<file path="src/rtl/wci_req_seq.sv">
// rtl/wci_req_seq.sv - WCI request sequencer: dequeues FIFO entries, runs one target access
// with an ack timeout and returns one WCI response per request.
module wci_req_seq #(
  parameter int TIMEOUT = 16
) (
  input  logic        wciS0_Clk,
  input  logic        wciS0_Rst,
  input  logic [59:0] req_data,
  input  logic        req_empty,
  output logic        req_deq,
  output logic        cfg_req,
  output logic        ctl_req,
  output logic        tgt_we,
  output logic [19:0] tgt_addr,
  output logic [3:0]  tgt_be,
  output logic [31:0] tgt_wdata,
  input  logic        cfg_ack,
  input  logic        ctl_ack,
  input  logic [31:0] cfg_rdata,
  input  logic [31:0] ctl_rdata,
  output logic [1:0]  wciS0_SResp,
  output logic [31:0] wciS0_SData,
  output logic        busy,
  output logic [7:0]  err_cnt
);

  localparam logic [1:0] RESP_NULL = 2'b00;
  localparam logic [1:0] RESP_DVA  = 2'b01;
  localparam logic [1:0] RESP_ERR  = 2'b11;
  localparam logic [2:0] CMD_WR    = 3'b001;
  localparam logic [2:0] CMD_RD    = 3'b010;
  localparam logic [7:0] TO_LAST   = 8'(TIMEOUT - 1);

  typedef enum logic [1:0] {S_IDLE, S_WAIT, S_RESP} state_t;

  state_t      state, state_nxt;
  logic        space_q;
  logic [7:0]  cnt;
  logic [1:0]  resp_q, resp_nxt;
  logic [31:0] sdata_q, sdata_nxt;
  logic        cmd_ok;
  logic        sel_ack;
  logic [31:0] sel_rdata;

  assign cmd_ok    = (req_data[59:57] == CMD_WR) || (req_data[59:57] == CMD_RD);
  assign sel_ack   = space_q ? cfg_ack : ctl_ack;
  assign sel_rdata = space_q ? cfg_rdata : ctl_rdata;

  always_ff @(posedge wciS0_Clk) begin
    if (wciS0_Rst) begin
      state <= S_IDLE;
    end else begin
      state <= state_nxt;
    end
  end

  always_comb begin
    state_nxt   = state;
    resp_nxt    = resp_q;
    sdata_nxt   = sdata_q;
    req_deq     = 1'b0;
    cfg_req     = 1'b0;
    ctl_req     = 1'b0;
    wciS0_SResp = RESP_NULL;
    wciS0_SData = '0;
    busy        = (state != S_IDLE);
    case (state)
      S_IDLE: begin
        // Gated by reset so an entry is never popped while the block is being cleared.
        if (!req_empty && !wciS0_Rst) begin
          req_deq = 1'b1;
          if (cmd_ok) begin
            state_nxt = S_WAIT;
          end else begin
            state_nxt = S_RESP;
            resp_nxt  = RESP_ERR;
            sdata_nxt = '0;
          end
        end
      end
      S_WAIT: begin
        cfg_req = space_q;
        ctl_req = !space_q;
        // The ack is checked first so an ack on the last timeout cycle still completes.
        if (sel_ack) begin
          state_nxt = S_RESP;
          resp_nxt  = RESP_DVA;
          sdata_nxt = tgt_we ? 32'd0 : sel_rdata;
        end else if (cnt == TO_LAST) begin
          state_nxt = S_RESP;
          resp_nxt  = RESP_ERR;
          sdata_nxt = '0;
        end
      end
      S_RESP: begin
        wciS0_SResp = resp_q;
        wciS0_SData = sdata_q;
        state_nxt   = S_IDLE;
      end
      default: state_nxt = S_IDLE;
    endcase
  end

  always_ff @(posedge wciS0_Clk) begin
    if (wciS0_Rst) begin
      space_q   <= 1'b0;
      tgt_we    <= 1'b0;
      tgt_addr  <= '0;
      tgt_be    <= '0;
      tgt_wdata <= '0;
      cnt       <= '0;
      resp_q    <= RESP_NULL;
      sdata_q   <= '0;
      err_cnt   <= '0;
    end else begin
      resp_q  <= resp_nxt;
      sdata_q <= sdata_nxt;
      if (req_deq) begin
        space_q   <= req_data[56];
        tgt_be    <= req_data[55:52];
        tgt_addr  <= req_data[51:32];
        tgt_wdata <= req_data[31:0];
        tgt_we    <= (req_data[59:57] == CMD_WR);
        cnt       <= '0;
      end else if (state == S_WAIT) begin
        cnt <= cnt + 8'd1;
      end
      if (state == S_RESP && resp_q == RESP_ERR && err_cnt != 8'hFF) begin
        err_cnt <= err_cnt + 8'd1;
      end
    end
  end

endmodule
</file>
<file path="config.mk">
export PLATFORM = sky130hd
export DESIGN_NAME = wci_req_seq
export DESIGN_NICKNAME = d
export VERILOG_FILES = /design/src/rtl/wci_req_seq.sv
export SDC_FILE = /design/constraint.sdc
export NUM_CORES = 1
export LEC_CHECK = 0
export BUFFER_PORTS_ARGS = -buffer_cell sky130_fd_sc_hd__buf_2
export CAP_MARGIN = 20
export CORE_UTILIZATION = 45
export DETAILED_ROUTE_END_ITERATION = 12
export PLACE_DENSITY = 0.8
export SKIP_LAST_GASP = 1
export SYNTH_ARGS = -nofsm -noshare
export SYNTH_HDL_FRONTEND = slang
export SYNTH_SLANG_ARGS = --single-unit
</file>
<file path="constraint.sdc">
create_clock -name wciS0_Clk -period 2.58 [get_ports wciS0_Clk]
set_clock_uncertainty 0.15 [all_clocks]
set_input_delay 0.387 -clock wciS0_Clk [delete_from_list [all_inputs] [get_ports wciS0_Clk]]
set_output_delay 0.387 -clock wciS0_Clk [all_outputs]
set_load 0.02 [all_outputs]
</file>
==> Yosys cells after proc, flatten, opt, wreduce, memory -nomap -nowiden <==
Cells that the tools add are included.
{ "word_totals": {"reg_bits": 110, "inputBits": 129, "output_inout_bits": 103, "wordCells": 59} }
{ "classes": {"addsub": 2, "eq_ne": 10, "n_mux": 24, "reduce_logical": 13} }
{ "op_table": {"columns": ["op", "n"], "rows": [
  ["32-bit two-way mux", 7],
  ["32-bit case mux with 2 select lines", 1],
  ["2-bit two-way mux", 9],
  ["8-bit by 1-bit adder with 8-bit output (second input constant)", 2],
  ["8-bit by 4-bit equality test with 1-bit output (second input constant)", 1],
  ["8-bit != test (second input constant)", 1],
  ["2-bit case mux with 2 select lines", 2],
  ["1-bit two-way mux", 5],
  ["2-bit equality test (second input constant)", 2],
  ["2-bit != test (second input constant)", 2],
  ["4-bit AND reduction", 1],
  ["2-bit nonzero test", 2],
  ["3-bit by 1-bit equality test with 1-bit output (second input constant)", 1],
  ["3-bit by 2-bit equality test with 1-bit output (second input constant)", 1],
  ["1-bit logical AND", 3],
  ["1-bit logical NOT", 3],
  ["3-bit != test (second input constant)", 1],
  ["2-bit by 1-bit equality test with 1-bit output (second input constant)", 1],
  ["2-bit logical NOT", 1],
  ["2-bit AND reduction", 1],
  ["2-bit OR reduction", 1],
  ["1-bit logical OR", 1]
]} }

==> Depth between registers and ports, before layout <==
Gate-level depths: netlist of the first run.
{ "logic_depth": {"ltp_word": 5, "ltp_mapped": 7} }

==> Worst setup path after synthesis of the first run <==
OpenSTA, ideal clock, no wires.
{ "synth_timing": {"path_kind": "flip-flop to output port", "startpoint": "register state[0]", "endpoint": "output port req_deq", "t_arrival_ns": 1.440, "required_ns": 2.043, "setup_slack_ns": 0.603, "stages_incl_launch_ff": 6, "n_path_buf": 3, "path_cell_list": "dfxtp_1 -> clkbuf_1 -> or3_1 -> clkbuf_1 -> clkbuf_1 -> nor2_1"} }
{ "synth_between": {"elab_chain_len": 2} }
{ "synth_rtl": {"columns": ["item", "line_no", "rtl"], "rows": [
  ["start, declared", "36", "state_t state, state_nxt;"],
  ["start signal, assigned", "53", "state <= state_nxt;"],
  ["2-bit logical NOT", "67", "case (state)"],
  ["1-bit two-way mux", "67", null],
  ["end, declared", "10", "output logic req_deq,"]
]} }
No other way between the ends.

==> Worst setup path after layout of the first run <==
{ "layout_timing": {"startpoint": "register state[1]", "endpoint": "output port wciS0_SData[12]"} }
{ "layout_between": {"elab_chain_len": 2} }
{ "layout_rtl": {"columns": ["item", "line_no", "rtl"], "rows": [
  ["2-bit equality test", "67", null],
  ["32-bit two-way mux", "67", null],
  ["end, declared", "22", "output logic [31:0] wciS0_SData,"]
]} }
No other way between the ends.

==> flow_summary.yaml, run 1 <==
place:
  placed_cells: 841
  port_buffers: 231
  dp_hpwl_um: 8700
  routabilityCongestion: 0.781
global_routing:
  gr-total-overflow: 0
  grt_usage_pct: 21.7
  grt_pass1_wl_um: 17900
  antenna_found_initial: 0
  grt_start_max_net_pins: 57
  grt_pass1_vias: 3943
critical_path:
  crit_slowest_cell: "dfxtp_1"
  cp.arrival_ps: 1760
  endpoint_kind: "output port"
  crit_fanout: 32
  worstSetupStartpointType: "flip-flop"
  cp_slowest_stage_delay_ps: 460
  cp_cell_sequence: "inv_1 > nor2_1 > buf_4 > and2_1 > buf_2"
  crit_type: "flip-flop to output port"
  cp.required_ps: 2040
layout:
  fillers: 893
  synthToLayoutAreaGrowth_pct: 31.4
  multi_input_area_um2: 2100
  drive_gt1_share_pct: 36.3
  fin_nets: 850
  n_antenna_cell: 0
  layout.cells.non_filler: 857
  regArea_um2: 2200
floorplan:
  std_cell_rows: 36
  ios: 232
  start_util_pct: 46.1
  core_um2: 9730
  die_h_um: 102
  dieWidth_um: 102
  die_area_um2: 10400
power_and_ir_drop:
  p_leak_nw: 2.76
  p_per_area_nw_per_um2: 566
  peakVddDrop_uv: 336
synth:
  synth_seq_cells: 110
  yosys_warnings: 0
  ys_async_sr_fraction_pct: 0
  synth_edf_count: 0
  syn_inst: 506
  synthFlopType: "dfxtp_1"
  synth_nets: 637
  synthDistinctLibCells: 37
  syn-cell-area_um2: 4490
  yosysSeqAreaShare_pct: 49.1
  syn_area_per_cell_um2: 8.87
timing:
  tns_ps: 0
  max_slew_margin_pct: 61.4
  period_minus_slack_ps: 2300
  tightest_slew_ps: 579
  setup_violations: 0
  final_max_slew_viol_count: 0
  rsz0062_at_grt: "no"
  timing.final.crit_share_pct: 89.0
  hold_violations: 0
  fmax_ghz: 0.435
clock_tree:
  cts_tree: "yes"
  htree_levels: 3
  cts.sinks: 110
  root_buffer: "clkbuf_8"
  cts_resized: 0
  clockBufferDepth: 2
  postCtsHoldBufs: 0
  cts_setup_buffers: 0
  clock_latency_ps: 360
  clk_pin_slew_ps: 120
  cts_buffers: 9
detailed_routing:
  drc: 0
  via_per_inst: 4.99
  first_pass_iters: 4
  wl_um: 11700
  wire_per_inst_um: 13.7
  ant_nets: 0
  drt-initial-drc-count: 126
  dr_total_vias: 4276
status:
  status: "complete, no violations"
min_path:
  hold_class: "input pin to flip-flop"
job:
  drv_cap: 0
## worst paths after layout
check	from	end	slack [ps]	cells past startpoint
worst max-delay path	state[1]	wciS0_SData[12]	280	5
worst min-delay path	req_data[9]	tgt_wdata[9]	80	3
worst max register to register	cnt[0]	sdata_q[19]	550	6
worst min register to register	tgt_wdata[27]	tgt_wdata[27]	310	2
## sequential cells by signal, indices dropped and copies added, names as in the netlist
signal     cells
state          2
cnt            8
space_q        1
sdata_q       32
tgt_addr      20
resp_q         2
err_cnt        8
tgt_be         4
tgt_wdata     32
tgt_we         1
## per-layer routing
layer,GRT usage (%),part of all wire [%],vias up
met5,0,0,-
met4,6.92,1.3,0
met3,4.86,5.1,13
met2,38.7,52,118
met1,25.9,42,2007
li1,-,-,2138
## power by group
group          switching [mW]  internal [mW]
clock                   0.627          0.376
sequential             0.0394           1.77
combinational           0.318          0.208
## through the flow
step                      setup slack, ps  total power, mW  util [%]  cell area [um^2]  hold slack [ps]
after floorplan                       603             2.17         -              4490              274
after global placement                603             2.36      58.7              5710              286
after detailed placement              568             2.38      58.7              5710              289
after CTS                             261             3.37      60.6              5900             73.9
after global routing                  153             3.49      60.6              5900             78.6
final                                 283             3.34      60.6              5900             83.4
## cell usage in the layout, fill, tap and decap left out, types with 2 or more instances in the layout
cell type,instances
buf_2,231
o2111ai_1,2
and3_1,4
nor2_1,20
a21oi_1,61
clkbuf_8,9
mux2i_1,33
dfxtp_1,109
xor2_1,12
o211ai_1,2
buf_4,9
nand3_1,2
inv_6,3
inv_8,2
o2bb2ai_1,31
ha_1,2
nand4_1,7
or3_1,2
and2_1,35
nand2b_1,2
inv_1,4
clkinvlp_4,2
nor3_1,3
xnor2_1,2
nand2_1,118
## worst max-delay path, delay by kind of cell, from the launching register on
family	cells	cell delay (ps)
and+or+nand+nor	2	310
DFF	1	460
buffers and inverters	3	610
## synthesized netlist by cell type (all sizes together), types with 3 or more instances
cell	instances	area share, %
nand2	118	9.9
mux2i	33	7.4
dfxtp	110	49
nand4	7	0.98
and3	4	0.56
inv	4	0.33
a21oi	61	6.8
nor2	20	1.7
clkbuf	27	2.3
buf	11	1.6
o2bb2ai	32	6.4
or3	3	0.42
xor2	12	2.3
and2	35	4.9
nor3	4	0.45
## final cells by class
| type | count | share of cell area, % |
|---|---|---|
| inverters | 4 | 0.255 |
| repair buffers | 240 | 20.7 |
| flip-flops and latches | 110 | 37.4 |
| clock inverters | 7 | 1.08 |
| clock buffers | 9 | 2.10 |
| multi-input cells | 354 | 35.6 |
| well taps | 133 | 2.82 |
## cells by family (layout without fill, tap and decap cells)
family / after synthesis / count (layout) / synth area share [%]
multiplexers: 34 / 34 / 7.69
flip-flops: 110 / 110 / 49.1
buffers and inverters: 42 / 260 / 4.24
AND/OR/NAND/NOR: 201 / 201 / 20.4
AO/OA/AOI/OAI: 103 / 103 / 15.4
adder cells (fa/ha/maj): 2 / 2 / 0.557
XOR/XNOR: 14 / 14 / 2.73
No activity file was read; power rests on OpenSTA's default activity.
==> run 2, diff against run 1 <==
==> constraint.sdc (replaced) <==
create_clock -name wciS0_Clk -period 2.58 [get_ports wciS0_Clk]
set_clock_uncertainty 0.15 [all_clocks]
set_input_delay 0.258 -clock wciS0_Clk [delete_from_list [all_inputs] [get_ports wciS0_Clk]]
set_output_delay 0.258 -clock wciS0_Clk [all_outputs]
set_load 0.02 [all_outputs]
==> flow_summary.yaml, run 2 (synthesis gave the netlist of run 1 again) <==
layout:
  n_antenna_cell: 0
  reg.largest.list: "sdata_q: 32 flops, tgt_wdata: 32 flops, tgt_addr: 20 flops"
  fillers: 816
  drive_gt1_share_pct: 33.1
  mostFrequentLayoutCell: "buf_2"
  synthToLayoutAreaGrowth_pct: 43.8
  fin_nets: 906
  layout_common_cells: "231 x buf_2, 118 x nand2_1, 109 x dfxtp_1"
  final_cell_area_um2: 6450
min_path:
  min_path_cells: 3
  min_to: "sdata_q[14]"
  hold_class: "input pin to flip-flop"
  hp-start: "cfg_rdata[14]"
job:
  drv_cap: 0
timing:
  tns_ps: 0
  period_minus_slack_ps: 2350
  max_slew_margin_pct: 51.8
  timing.final.ws_setup_ps: 226
  tightest_slew_ps: 722
  hold_violations: 0
  setup_violations: 0
  timing.final.crit_share_pct: 91.2
  rsz0062_at_grt: "no"
  final_max_slew_viol_count: 0
  fmax_ghz: 0.425
  hold_slack_ps: 25.4
global_routing:
  gr-total-overflow: 0
  grt_usage_pct: 24.6
  grt_pass1_vias: 4522
  grt_pass1_wl_um: 20300
  grt_start_max_net_pins: 58
  antenna_found_initial: 0
power_and_ir_drop:
  power_switching_share_pct: 27.4
  pwr-share-comb_pct: 17.7
  p_per_area_nw_per_um2: 530
  p_switching_mw: 0.936
  pwr-share-clk_pct: 29.2
  finalPower_mw: 3.42
  peakVddDrop_uv: 355
  seqPwrFrac_pct: 53.1
  p_leak_nw: 2.99
  p_int_mw: 2.48
place:
  port_buffers: 231
  dpl_cell_area_um2: 5700
  routabilityCongestion: 0.812
  dp_hpwl_um: 8550
  preCtsSetupSlack_ps: 557
critical_path:
  worst-path-buf-inv: 1
  cp.arrival_ps: 1950
  reg2reg_from: "state[0]"
  worstSetupStartpointType: "flip-flop"
  r2r_end: "tgt_addr[6]"
  cp_cell_sequence: "or3_2 > nor2_1 > buf_2"
  crit_slowest_cell: "or3_2"
  cp.required_ps: 2170
  crit_type: "flip-flop to output port"
  crit_family: "simple AND/OR/NAND/NOR gates"
  endpoint_kind: "output port"
  cp_slowest_stage_delay_ps: 800
  crit_fanout: 33
  ff2ff_path_depth: 4
  r2r_slack_ps: 500
clock_tree:
  cts_resized: 0
  clockBufferDepth: 2
  cts_tree: "yes"
  htree_levels: 3
  clk_pin_slew_ps: 100
  clock_latency_ps: 360
  cts.sinks: 110
  root_buffer: "clkbuf_8"
  cts_setup_buffers: 0
  cts_buffers: 9
detailed_routing:
  wire_per_inst_um: 14.7
  first_pass_iters: 5
  via_per_inst: 5.09
  ant_nets: 0
  drc: 0
  drt-initial-drc-count: 116
  dr_total_vias: 4638
  wl_um: 13400
floorplan:
  start_util_pct: 46.1
  ios: 232
  die_h_um: 102
  std_cell_rows: 36
  die_area_um2: 10400
  core_um2: 9730
  dieWidth_um: 102
status:
  status: "complete, no violations"
[run 2: worst reg2reg max path: cells and delay by family, from the launching register on]
| family | cells | cell delay, ps |
|---|---|---|
| flops | 1 | 530 |
| simple gates | 2 | 730 |
| compound gates | 1 | 170 |
| buf+inv | 1 | 430 |
[run 2: final cells by class]
cell class / instances / area [um^2] / share of cell area [%]
flip-flops and latches: 110 / 2200 / 34.1
multi-input cells: 354 / 2100 / 32.6
repair buffers: 296 / 1790 / 27.7
well taps: 133 / 166 / 2.58
clock buffers: 12 / 135 / 2.09
clock inverters: 3 / 46.3 / 0.717
inverters: 4 / 15.0 / 0.233
[run 2: worst max path at each step]
stage	start	end	slack, ps	depth (start not counted)
2_1_floorplan	state[0]	req_deq	730	5
3_3_place_gp	cnt[0]	sdata_q[17]	620	6
3_5_place_dp	cnt[0]	sdata_q[25]	560	6
4_1_cts	state[0]	req_deq	240	3
5_1_grt	state[0]	cfg_req	110	3
6_report	state[0]	req_deq	230	3
[run 2: what timing repair did]
action | 4_1_cts | 5_1_grt
endpoints found under the hold margin | 57 | 0
setup endpoints to repair | 0 | 0
hold buffers | 57 | 0
[run 2: per-stage QoR]
stage / utilization (%) / std cells
2_1_floorplan: - / 506
3_3_place_gp: 58.6 / 840
3_5_place_dp: 58.6 / 840
4_1_cts: 66.3 / 912
5_1_grt: 66.3 / 912
6_report: 66.3 / 912
[run 2: power groups by stage]
stage	clock network (mW)	logic, mW	registers [mW]
after global placement	0	0.515	1.85
after CTS	1.02	0.596	1.81
after global routing	1.08	0.652	1.82
after detailed placement	0	0.528	1.85
final	0.998	0.607	1.81
after floorplan	0	0.248	1.92
[run 2: per-layer routing]
metal	track usage, %	wire, um	vias up
li1	-	-	2254
met1	27.3	5400	2175
met2	44.4	6790	167
met3	5.27	668	42
met4	12.5	514	0
met5	0	0	-
==> run 3, diff against run 2 <==
--- a/config.mk
+++ b/config.mk
@@ -5,9 +5,10 @@
 export SDC_FILE = /design/constraint.sdc
 export NUM_CORES = 1
 export LEC_CHECK = 0
+export ABC_AREA = 1
 export BUFFER_PORTS_ARGS = -buffer_cell sky130_fd_sc_hd__buf_2
 export CAP_MARGIN = 20
-export CORE_UTILIZATION = 45
+export CORE_UTILIZATION = 47
 export DETAILED_ROUTE_END_ITERATION = 12
 export PLACE_DENSITY = 0.8
 export SKIP_LAST_GASP = 1
==> constraint.sdc (replaced) <==
create_clock -name wciS0_Clk -period 2.4 [get_ports wciS0_Clk]
set_clock_uncertainty 0.15 [all_clocks]
set_input_delay 0.24 -clock wciS0_Clk [delete_from_list [all_inputs] [get_ports wciS0_Clk]]
set_output_delay 0.24 -clock wciS0_Clk [all_outputs]
set_load 0.02 [all_outputs]
==> flow_summary.yaml, run 3 <==
power_and_ir_drop:
  p_switching_mw: 1.42
  power_switching_share_pct: 33.5
  p_int_mw: 2.82
  p_per_area_nw_per_um2: 604
  p_leak_nw: 3.45
  pwr-share-comb_pct: 24.9
  pwr-share-clk_pct: 26.3
  peakVddDrop_uv: 441
  seqPwrFrac_pct: 48.8
critical_path:
  crit_type: "input pin to output port"
  r2r_end: "tgt_wdata[17]"
  cp.arrival_ps: 1840
  cp.required_ps: 2010
  reg2reg_from: "state[1]"
  ff2ff_path_depth: 6
  endpoint_kind: "output port"
  worstSetupStartpointType: "input pin"
  crit_fanout: 21
  r2r_slack_ps: 410
min_path:
  min_path_cells: 4
  min_to: "tgt_we"
  hold_class: "input pin to flip-flop"
  hp-start: "req_empty"
synth:
  synthDistinctLibCells: 32
  synth.area.top_cells: "dfxtp_1 43%, nand2_1 11%, a22o_1 9.7%"
  synth_top_cells_by_count: "153 x nand2_1, 112 x nor2_1, 110 x dfxtp_1"
  synth_edf_count: 0
  syn-cell-area_um2: 5060
  yosys_warnings: 0
  yosysTopAreaCellShare_pct: 43.5
  synthFlopType: "dfxtp_1"
  synth_seq_cells: 110
  syn_area_per_cell_um2: 7.54
  ys_async_sr_fraction_pct: 0
  synth.most_common_cell: "nand2_1"
  synth_nets: 802
  yosysSeqAreaShare_pct: 43.5
  syn_inst: 671
  synth_area_leader_cell: "dfxtp_1"
timing:
  timing.final.crit_share_pct: 93.0
  final_max_slew_viol_count: 0
  period_minus_slack_ps: 2230
  max_slew_margin_pct: 58.8
  hold_violations: 0
  rsz0062_at_grt: "no"
  tightest_slew_ps: 617
  fmax_ghz: 0.448
  tns_ps: 0
  setup_violations: 0
  hold_slack_ps: 58.2
detailed_routing:
  via_per_inst: 5.03
  wl_um: 15800
  ant_nets: 0
  drc: 0
  first_pass_iters: 5
  dr_total_vias: 5439
  wire_per_inst_um: 14.6
  drt-initial-drc-count: 386
global_routing:
  grt_usage_pct: 27.6
  gr-total-overflow: 0
  grt_pass1_vias: 5048
  grt_start_max_net_pins: 57
  antenna_found_initial: 0
  grt_pass1_wl_um: 24600
layout:
  mostFrequentLayoutCell: "buf_2"
  utilization_pct: 67.8
  final_cell_area_um2: 7030
  layout.cells.non_filler: 1082
  reg.largest.list: "sdata_q: 32 flops, tgt_wdata: 32 flops, tgt_addr: 20 flops"
  synthToLayoutAreaGrowth_pct: 39.0
  layout_common_cells: "231 x buf_2, 153 x nand2_1, 112 x nor2_1"
  drive_gt1_share_pct: 34.2
  n_antenna_cell: 0
  fin_nets: 1072
status:
  status: "complete, no violations"
clock_tree:
  cts.sinks: 110
  cts_tree: "yes"
  clk_pin_slew_ps: 110
  clockBufferDepth: 2
  htree_levels: 3
  root_buffer: "clkbuf_8"
  cts_buffers: 9
  clock_latency_ps: 370
  postCtsHoldBufs: 57
  cts_setup_buffers: 0
  cts_resized: 0
floorplan:
  ios: 232
  die_area_um2: 11200
  std_cell_rows: 37
  start_util_pct: 48.8
  die_h_um: 106
  core_um2: 10400
  dieWidth_um: 106
place:
  port_buffers: 231
  placed_cells: 1008
  dpl_cell_area_um2: 6250
  routabilityCongestion: 0.775
  dp_hpwl_um: 9780
job:
  drv_cap: 0
[run 3: cell types whose count changed after synthesis, moves of 31 or more]
cell       previous run  this run
and2_1               35         0
inv_1                 4        48
a22o_1                0        56
o2bb2ai_1            31         0
nand2_1             118       153
mux2i_1              33         0
nor2_1               20       112
[run 3: metrics by stage]
stage / power [mW] / setup WS, ps
2_1_floorplan: 2.76 / 726
3_3_place_gp: 3.05 / 499
3_5_place_dp: 3.06 / 488
4_1_cts: 4.24 / 253
5_1_grt: 4.46 / 33.1
6_report: 4.25 / 169
[run 3: worst max-delay path by stage]
stage / cells past startpoint / to / start / slack [ps]
3_5_place_dp: 7 / tgt_wdata[21] / wciS0_Rst / 490
2_1_floorplan: 8 / err_cnt[0] / err_cnt[0] / 730
4_1_cts: 5 / wciS0_SData[16] / state[0] / 250
6_report: 6 / req_deq / wciS0_Rst / 170
3_3_place_gp: 7 / tgt_addr[10] / wciS0_Rst / 500
5_1_grt: 6 / req_deq / wciS0_Rst / 30
[run 3: critical path, stage by stage]
cell and delay [ps]:
dlygate4sd3_1 540, buf_2 190, nor2_1 190, nand2_1 100, inv_2 330, buf_2 250
[run 3: power groups by stage]
stage	logic, mW	clock network (mW)	registers, mW
2_1_floorplan	0.571	0	2.19
3_3_place_gp	0.947	0	2.10
3_5_place_dp	0.962	0	2.10
4_1_cts	1.03	1.14	2.06
5_1_grt	1.15	1.22	2.09
6_report	1.06	1.12	2.07
[run 3: cell families (layout without fill, tap and decap cells)]
| logic type | count (synthesis) | in the layout | synth area share, % |
|---|---|---|---|
| DFF | 110 | 110 | 43.5 |
| adders and majority gates | 2 | 2 | 0.494 |
| xor gates and xnor gates | 2 | 2 | 0.346 |
| buffers and inverters | 97 | 372 | 8.48 |
| AOI/OAI and AO/OA | 106 | 106 | 14.8 |
| and+or+nand+nor | 354 | 354 | 32.4 |
[run 3: cell type report]
type | instances | area [um^2]
Clock buffer | 9 | 124
Clock inverter | 7 | 77.6
Fill cell | 848 | 3340
Inverter | 57 | 218
Multi-Input combinational cell | 464 | 2430
Sequential cell | 110 | 2200
Tap cell | 136 | 170
Timing Repair Buffer | 299 | 1810
[run 3: per-layer routing]
layer,global-route usage [%],routed length [um],share of wire (%)
met1,32.5,6610,42
met4,11.3,508,3.2
met3,6.93,1250,7.9
met2,47.8,7420,47
met5,0,0,0
